<file path="src/rtl/pemcu_xbus_arb.sv">
// PEMCU register-bus arbiter: MCU external port vs PCIe config path.
// Define PEMCU_XBUS_CFG_PRIO_EN for fixed CFG priority instead of round-robin.
module pemcu_xbus_arb #(
  parameter int AW      = 16,
  parameter int DW      = 8,
  parameter int TIMEOUT = 255
) (
  input  logic          clk,
  input  logic          rst_n,
  input  logic [AW-1:0] memaddr,
  input  logic          memwr,
  input  logic          memrd,
  input  logic [DW-1:0] memdatao,
  output logic [DW-1:0] memdatai,
  output logic          memack,
  input  logic          cfg_req,
  input  logic          cfg_wr,
  input  logic [AW-1:0] cfg_rnum,
  input  logic [DW-1:0] cfg_wdata,
  output logic [DW-1:0] cfg_rdata,
  output logic          cfg_rrdy,
  output logic          tgt_req,
  output logic          tgt_wr,
  output logic [AW-1:0] tgt_addr,
  output logic [DW-1:0] tgt_wdata,
  input  logic [DW-1:0] tgt_rdata,
  input  logic          tgt_ack,
  output logic          tmo_err,
  input  logic          tmo_clr,
  output logic          grant_id
);

  typedef enum logic [1:0] {
    S_IDLE,
    S_ISSUE,
    S_WAIT,
    S_RESP
  } state_t;

  localparam logic [7:0] TMO_LAST = 8'(TIMEOUT - 1);

  state_t        state;
  state_t        state_nx;
  logic          last_grant;
  logic [7:0]    cnt;
  logic          mcu_req;
  logic          any_req;
  logic          pick_cfg;
  logic          tmo_hit;
  logic          done;
  logic [DW-1:0] rd_val;

  assign mcu_req = memwr | memrd;
  assign any_req = mcu_req | cfg_req;

`ifdef PEMCU_XBUS_CFG_PRIO_EN
  assign pick_cfg = cfg_req;
`else
  // last_grant == 1 means CFG went last, so MCU takes the tie
  assign pick_cfg = cfg_req & (~mcu_req | ~last_grant);
`endif

  // an ack in the final wait cycle beats the timeout
  assign tmo_hit = (state == S_WAIT) & ~tgt_ack
                 & (cnt == TMO_LAST);
  assign done    = (state == S_WAIT) & (tgt_ack | tmo_hit);
  assign rd_val  = tgt_ack ? tgt_rdata : {DW{1'b1}};

  always_ff @(posedge clk or negedge rst_n) begin
    if (!rst_n) state <= S_IDLE;
    else        state <= state_nx;
  end

  always_comb begin
    state_nx = state;
    unique case (state)
      S_IDLE:  if (any_req) state_nx = S_ISSUE;
      S_ISSUE: state_nx = S_WAIT;
      S_WAIT:  if (done) state_nx = S_RESP;
      S_RESP:  state_nx = S_IDLE;
    endcase
  end

  always_comb begin
    tgt_req  = 1'b0;
    memack   = 1'b0;
    cfg_rrdy = 1'b0;
    unique case (state)
      S_ISSUE: tgt_req = 1'b1;
      S_WAIT:  tgt_req = 1'b1;
      S_RESP: begin
        memack   = ~grant_id;
        cfg_rrdy = grant_id;
      end
      default: ;
    endcase
  end

  always_ff @(posedge clk or negedge rst_n) begin
    if (!rst_n) begin
      grant_id   <= 1'b0;
      last_grant <= 1'b1;
      tgt_wr     <= 1'b0;
      tgt_addr   <= '0;
      tgt_wdata  <= '0;
      cnt        <= '0;
      memdatai   <= '0;
      cfg_rdata  <= '0;
      tmo_err    <= 1'b0;
    end else begin
      if (state == S_IDLE && any_req) begin
        grant_id  <= pick_cfg;
        tgt_addr  <= pick_cfg ? cfg_rnum : memaddr;
        tgt_wdata <= pick_cfg ? cfg_wdata : memdatao;
        tgt_wr    <= pick_cfg ? cfg_wr : memwr;
      end
      if (state == S_ISSUE)
        cnt <= '0;
      else if (state == S_WAIT && !tgt_ack)
        cnt <= cnt + 8'd1;
      // writes leave the read port holding its last value
      if (done && !tgt_wr) begin
        if (grant_id) cfg_rdata <= rd_val;
        else          memdatai  <= rd_val;
      end
      if (state == S_RESP)
        last_grant <= grant_id;
      if (tmo_hit)      tmo_err <= 1'b1;
      else if (tmo_clr) tmo_err <= 1'b0;
    end
  end

endmodule

</file>
<file path="config.mk">
export PLATFORM = sky130hd
export DESIGN_NAME = pemcu_xbus_arb
export DESIGN_NICKNAME = d
export VERILOG_FILES = /design/src/rtl/pemcu_xbus_arb.sv
export SDC_FILE = /design/constraint.sdc
export NUM_CORES = 1
export LEC_CHECK = 0
export ABC_AREA = 1
export BUFFER_PORTS_ARGS = -buffer_cell sky130_fd_sc_hd__buf_2
export CORE_ASPECT_RATIO = 0.5
export CORE_MARGIN = 2
export CORE_UTILIZATION = 52
export DETAILED_ROUTE_END_ITERATION = 7
export HOLD_SLACK_MARGIN = 0.06
export PLACE_DENSITY_LB_ADDON = 0.15
export REMOVE_ABC_BUFFERS = 1
export SYNTH_ARGS = -nofsm -noshare
export SYNTH_HDL_FRONTEND = slang
export SYNTH_SLANG_ARGS = --single-unit
</file>
<file path="constraint.sdc">
create_clock -name clk -period 3 [get_ports clk]
set_clock_uncertainty 0.1 [all_clocks]
set_input_delay 0.45 -clock clk [delete_from_list [all_inputs] [get_ports clk]]
set_output_delay 0.45 -clock clk [all_outputs]
set_load 0.01 [all_outputs]
</file>
Yosys cells after proc, flatten, opt, wreduce, memory -nomap -nowiden
Cells that the tools add are included.
Word-level totals
  flip-flop bits (word level): 54
  latch bits: 0
  output and inout bits: 46
  memories: 0
  logic and storage cells: 55
  RAM bits: 0
  memory bits (read-only): 0
  input port bits: 64
Operators by class
  div/mod/pow operators: 0
  magnitude comparators: 0
  reduce and logical (&&, ||, !) cells: 12
  mux-type cells: 14
  add/sub/neg operators: 1
  bitwise logic cells: 12
  shift operators: 0
  equality and inequality tests: 6
  $mul: 0
Operators by type and width (count)
  2-to-1 mux 8 bit: 4
  2-to-1 mux 16 bit: 1
  adder 8 x 1 -> 8 bit, second input constant: 1
  equality test 8 bit, second input constant: 1
  one-hot mux 2 bit (4 select lines): 1
  2-to-1 mux 1 bit: 6
  AND reduction 2 bit: 3
  bitwise AND 1 bit: 4
  equality test 2 bit, second input constant: 2
  2-to-1 mux 2 bit: 2
  != test 2 bit, second input constant: 2
  NOT 1 bit: 4
  bitwise OR 1 bit: 4
  nonzero test 2 bit: 2
  logical AND 1 bit: 3
  equality test 2 x 1 -> 1 bit, second input constant: 1
  logical NOT 1 bit: 2
  logical NOT 2 bit: 1
  OR reduction 2 bit: 1

Logic depth before layout (Yosys ltp)
  depth in word-level cells: 7
  gate-level depth with buffers: 9
  gate-level depth less buffers: 9

Least setup slack after synthesis
OpenSTA, ideal clock, no wires.
  path type: reg-to-reg
  start point: register state[0]
  end point: register cfg_rdata[7]
  required time: 2.783 ns
  setup time: 0.117 ns
  data arrival time: 1.299 ns
  buffers on the path: 0
  period minus slack after synthesis: 1.517 ns
  stages on the path, launching flop included: 10
  setup slack: 1.483 ns
  cells stage by stage: dfrtp_1 -> inv_1 -> ha_1 -> nand2_2 -> inv_2 -> nand3_4 -> nand2_8 -> nand3_4 -> nand2_1 -> nand2_1
On the way
  word-level cells in the longest chain between the ends: 7
RTL lines
  from (decl): RTL line 42  | state_t state;
  from (signal assigned): RTL line 71  | else state <= state_nx;
  equality test 2 bit (*): RTL line 64, 66
  bitwise AND 1 bit: RTL line 64  | assign tmo_hit = (state == S_WAIT) & ~tgt_ack
  bitwise AND 1 bit: RTL line 65  | & (cnt == TMO_LAST);
  bitwise OR 1 bit: RTL line 66  | assign done = (state == S_WAIT) & (tgt_ack | tmo_hit);
  bitwise AND 1 bit (*): RTL line 66
  logical AND 1 bit (*): RTL line 122  | if (done && !tgt_wr) begin
  AND reduction 2 bit (no source line) (*)
  to (signal assigned): RTL line 123  | if (grant_id) cfg_rdata <= rd_val;
  to (decl): RTL line 20  | output logic [DW-1:0] cfg_rdata,
Mark *: on every way between the ends. The rest lies on a longest branch, timed or not.
A chain may end at the register's enable or synchronous reset.

Final worst setup path
  start point: register grant_id
  end point: output cfg_rrdy
On the way
  word-level cells in the longest chain between the ends: 1
RTL lines
  from (decl): RTL line 30  | output logic grant_id
  from (signal assigned): RTL line 112  | grant_id <= pick_cfg;
  2-to-1 mux 1 bit: RTL line 88  | unique case (state)
  to (decl): RTL line 21  | output logic cfg_rrdy,
No other way between the ends.

==> flow_summary.ini <==
[status]
outcome = completed

[floorplanning]
io_pins = 110
die_h_um = 55.48
coreArea_um2 = 5022
rows = 18
die_area_um2 = 5934
die_w_um = 107.0
start_util = 0.5488

[layout]
final_util = 0.6836
instances_no_fill = 514
multi_input_area_um2 = 1160
seq_area_um2 = 1353
syn_to_final_growth_pct = 24.56
nets = 513
num_antenna_cells = 0
fill_cells = 416
drive_gt1_frac = 0.3221

[worst_setup_path]
arrival_ps = 1310
path_class = register to primary output
crit_family = flip-flops
slowest_delay_ps = 670
startpoint_type = register
worstPathMaxFanout = 14
worst_setup_path_end_kind = primary output
crit_buf_inv = 2
critPathSlowestCell = dfrtp_1
worstPathCellList = nand2_1 > inv_1 > buf_2
required_ps = 2450

[flow_run]
drv_cap = 0

[timing]
rsz0062_at_grt = no
hold_slack_ps = 157.4
final.setup.tns_ps = 0
layout_min_cycle_time_ps = 1863
hold_violations = 0
drv_slew = 0
max_freq_ghz = 0.5369
setup_ws_ps = 1137
finalSetupViolCount = 0
min_period_over_period = 0.6209
tightest_slew_ps = 884.9
slew_headroom = 0.4101

[synth]
yosysSeqAreaShare = 0.4907
synth-simple-area-share = 0.2760
synth_cells = 338
synth_fa_ha_area_frac = 0.02724
synth_xor_area_frac = 0
ys_seq_elements = 54
synth_mux_area_frac = 0
synth_compound_area_frac = 0.1148
yosys_warnings = 0
synth_top_area_frac = 0.4812
yosys-top-cells-area = dfrtp_1 (48%), nand2_1 (14%), a21oi_1 (5.4%), inv_1 (4.9%), o21ai_1 (4.5%)
ys_types = 25
synth_top_family_by_area = simple AND/OR/NAND/NOR gates
syn_avg_cell_area_um2 = 8.155
synth_area_um2 = 2756
synth_top_area_cell = dfrtp_1

[placement]
dp_slack_ps = 1121
hpwl_mm = 4.402
port_buffers = 109
placedCellCount = 506
gp_congestion = 0.7958

[pwr]
p_leak_nw = 1.949
power.density_nw_per_um2 = 899.7
peakVddDrop_uv = 453.5

[route]
route.vias.total = 2558
routed_wl_mm = 5.990
first_pass_iters = 4
drt_iter0_drc = 109
wl_per_cell_um = 11.65
final_antenna_net_count = 0
drc_errors = 0
vias_per_cell = 4.977

[global_route]
antenna_found_initial = 0
grt_pass1_wl_mm = 9.804
overflow = 0
grt_max_degree = 53
grt_usage = 0.2043
grt_pass1_vias = 2271

[min_path]
hold_class = primary input to async pin

[clock_network]
cts_buffers = 5
clock-sinks = 54
cts_tree = done
post_cts_resized = 0
root_buffer = clkbuf_8
clk_latency_ps = 300
clock_path_buffers = 2
cts_max_level = 2
clk_transition_reported_paths_ps = 90
postCtsSetupBuffers = 0
cts_hold_buffers = 0
per-layer routing:
layer,GRT usage,part of all wire,up-vias
li1,-,-,1296
met1,0.2736,0.47,1184
met2,0.3348,0.47,74
met3,0.04959,0.057,4
met4,0.05566,0.0073,0
met5,0,0,-
final cells by class:
cell class,count,area share
Sequential cell,54,0.3940
Multi-Input combinational cell,229,0.3378
Timing Repair Buffer,112,0.1655
Inverter,41,0.04519
Clock buffer,8,0.03207
Tap cell,70,0.02551
per-stage QoR:
step                      instance area (um^2)  power [mW]
after CTS                                 3433       3.112
final                                     3433       3.089
after detailed placement                  3323       2.645
after global routing                      3433       3.352
after global placement                    3323       2.588
after floorplan                           2660       2.097
worst register-to-register path, cell delays in order, from the launching register on:
cell and delay (ps):
dfrtp_1 420, inv_1 110, ha_1 250, nand2_2 130
inv_2 120, nand3_4 110, nand2_8 140, nand3_4 130
nand2_1 100, nand2_1 60
power breakdown:
group / switching [mW] / internal, mW
Sequential: 0.209 / 1.05
Clock: 0.227 / 0.233
Combinational: 0.843 / 0.531
Total: 1.28 / 1.81
final timing paths:
| kind | startpoint | endpoint | slack [ps] | cells past startpoint |
|---|---|---|---|---|
| hold / removal | rst_n | cnt[6]$_DFFE_PN0P_ | 160 | 1 |
| min in group clk | tmo_clr | tmo_err$_DFFE_PN0P_ | 240 | 2 |
| hold reg to reg | last_grant$_DFFE_PN1N_ | last_grant$_DFFE_PN1N_ | 370 | 2 |
| max in group asynchronous | rst_n | tgt_wdata[4]$_DFFE_PN0P_ | 1920 | 2 |
| setup reg to reg | state[0]$_DFFE_PN0P_ | cfg_rdata[6]$_DFFE_PN0P_ | 1210 | 9 |
| setup / recovery | grant_id$_DFFE_PN0P_ | cfg_rrdy | 1140 | 3 |
layout by cell type, fill, tap and decap left out:
master	count
a21oi_1	30
buf_2	109
buf_4	3
clkbuf_8	8
clkinv_1	1
clkinv_2	1
dfrtp_1	53
dfstp_2	1
ha_1	6
inv_1	36
inv_2	3
nand2_1	105
nand2_2	2
nand2_8	1
nand3_1	9
nand3_4	3
nand4_1	16
nor2_1	14
nor2_4	3
o21ai_0	5
o21ai_1	25
o21ai_4	1
o31ai_1	1
or2_2	8
logic make-up after synthesis:
| kind of cell | after synthesis |
|---|---|
| DFF | 54 |
| AOI/OAI and AO/OA | 62 |
| and+or+nand+nor | 161 |
| adders and majority gates | 6 |
| buffers and inverters | 55 |
cells in the mapped netlist (all sizes together):
| master | n |
|---|---|
| buf | 14 |
| nand4 | 16 |
| nand3 | 12 |
| or2 | 8 |
| o31ai | 1 |
| clkinv | 2 |
| ha | 6 |
| inv | 39 |
| nand2 | 108 |
| o21ai | 31 |
| dfrtp | 53 |
| dfstp | 1 |
| a21oi | 30 |
| nor2 | 17 |
registers in the layout, summed over array words and instances (netlist names):
signal	cells
cnt	8
tgt_addr	16
last_grant	1
tgt_wr	1
memdatai	8
grant_id	1
state	2
tmo_err	1
cfg_rdata	8
tgt_wdata	8
Note: power is estimated with default switching activity, not from simulation.
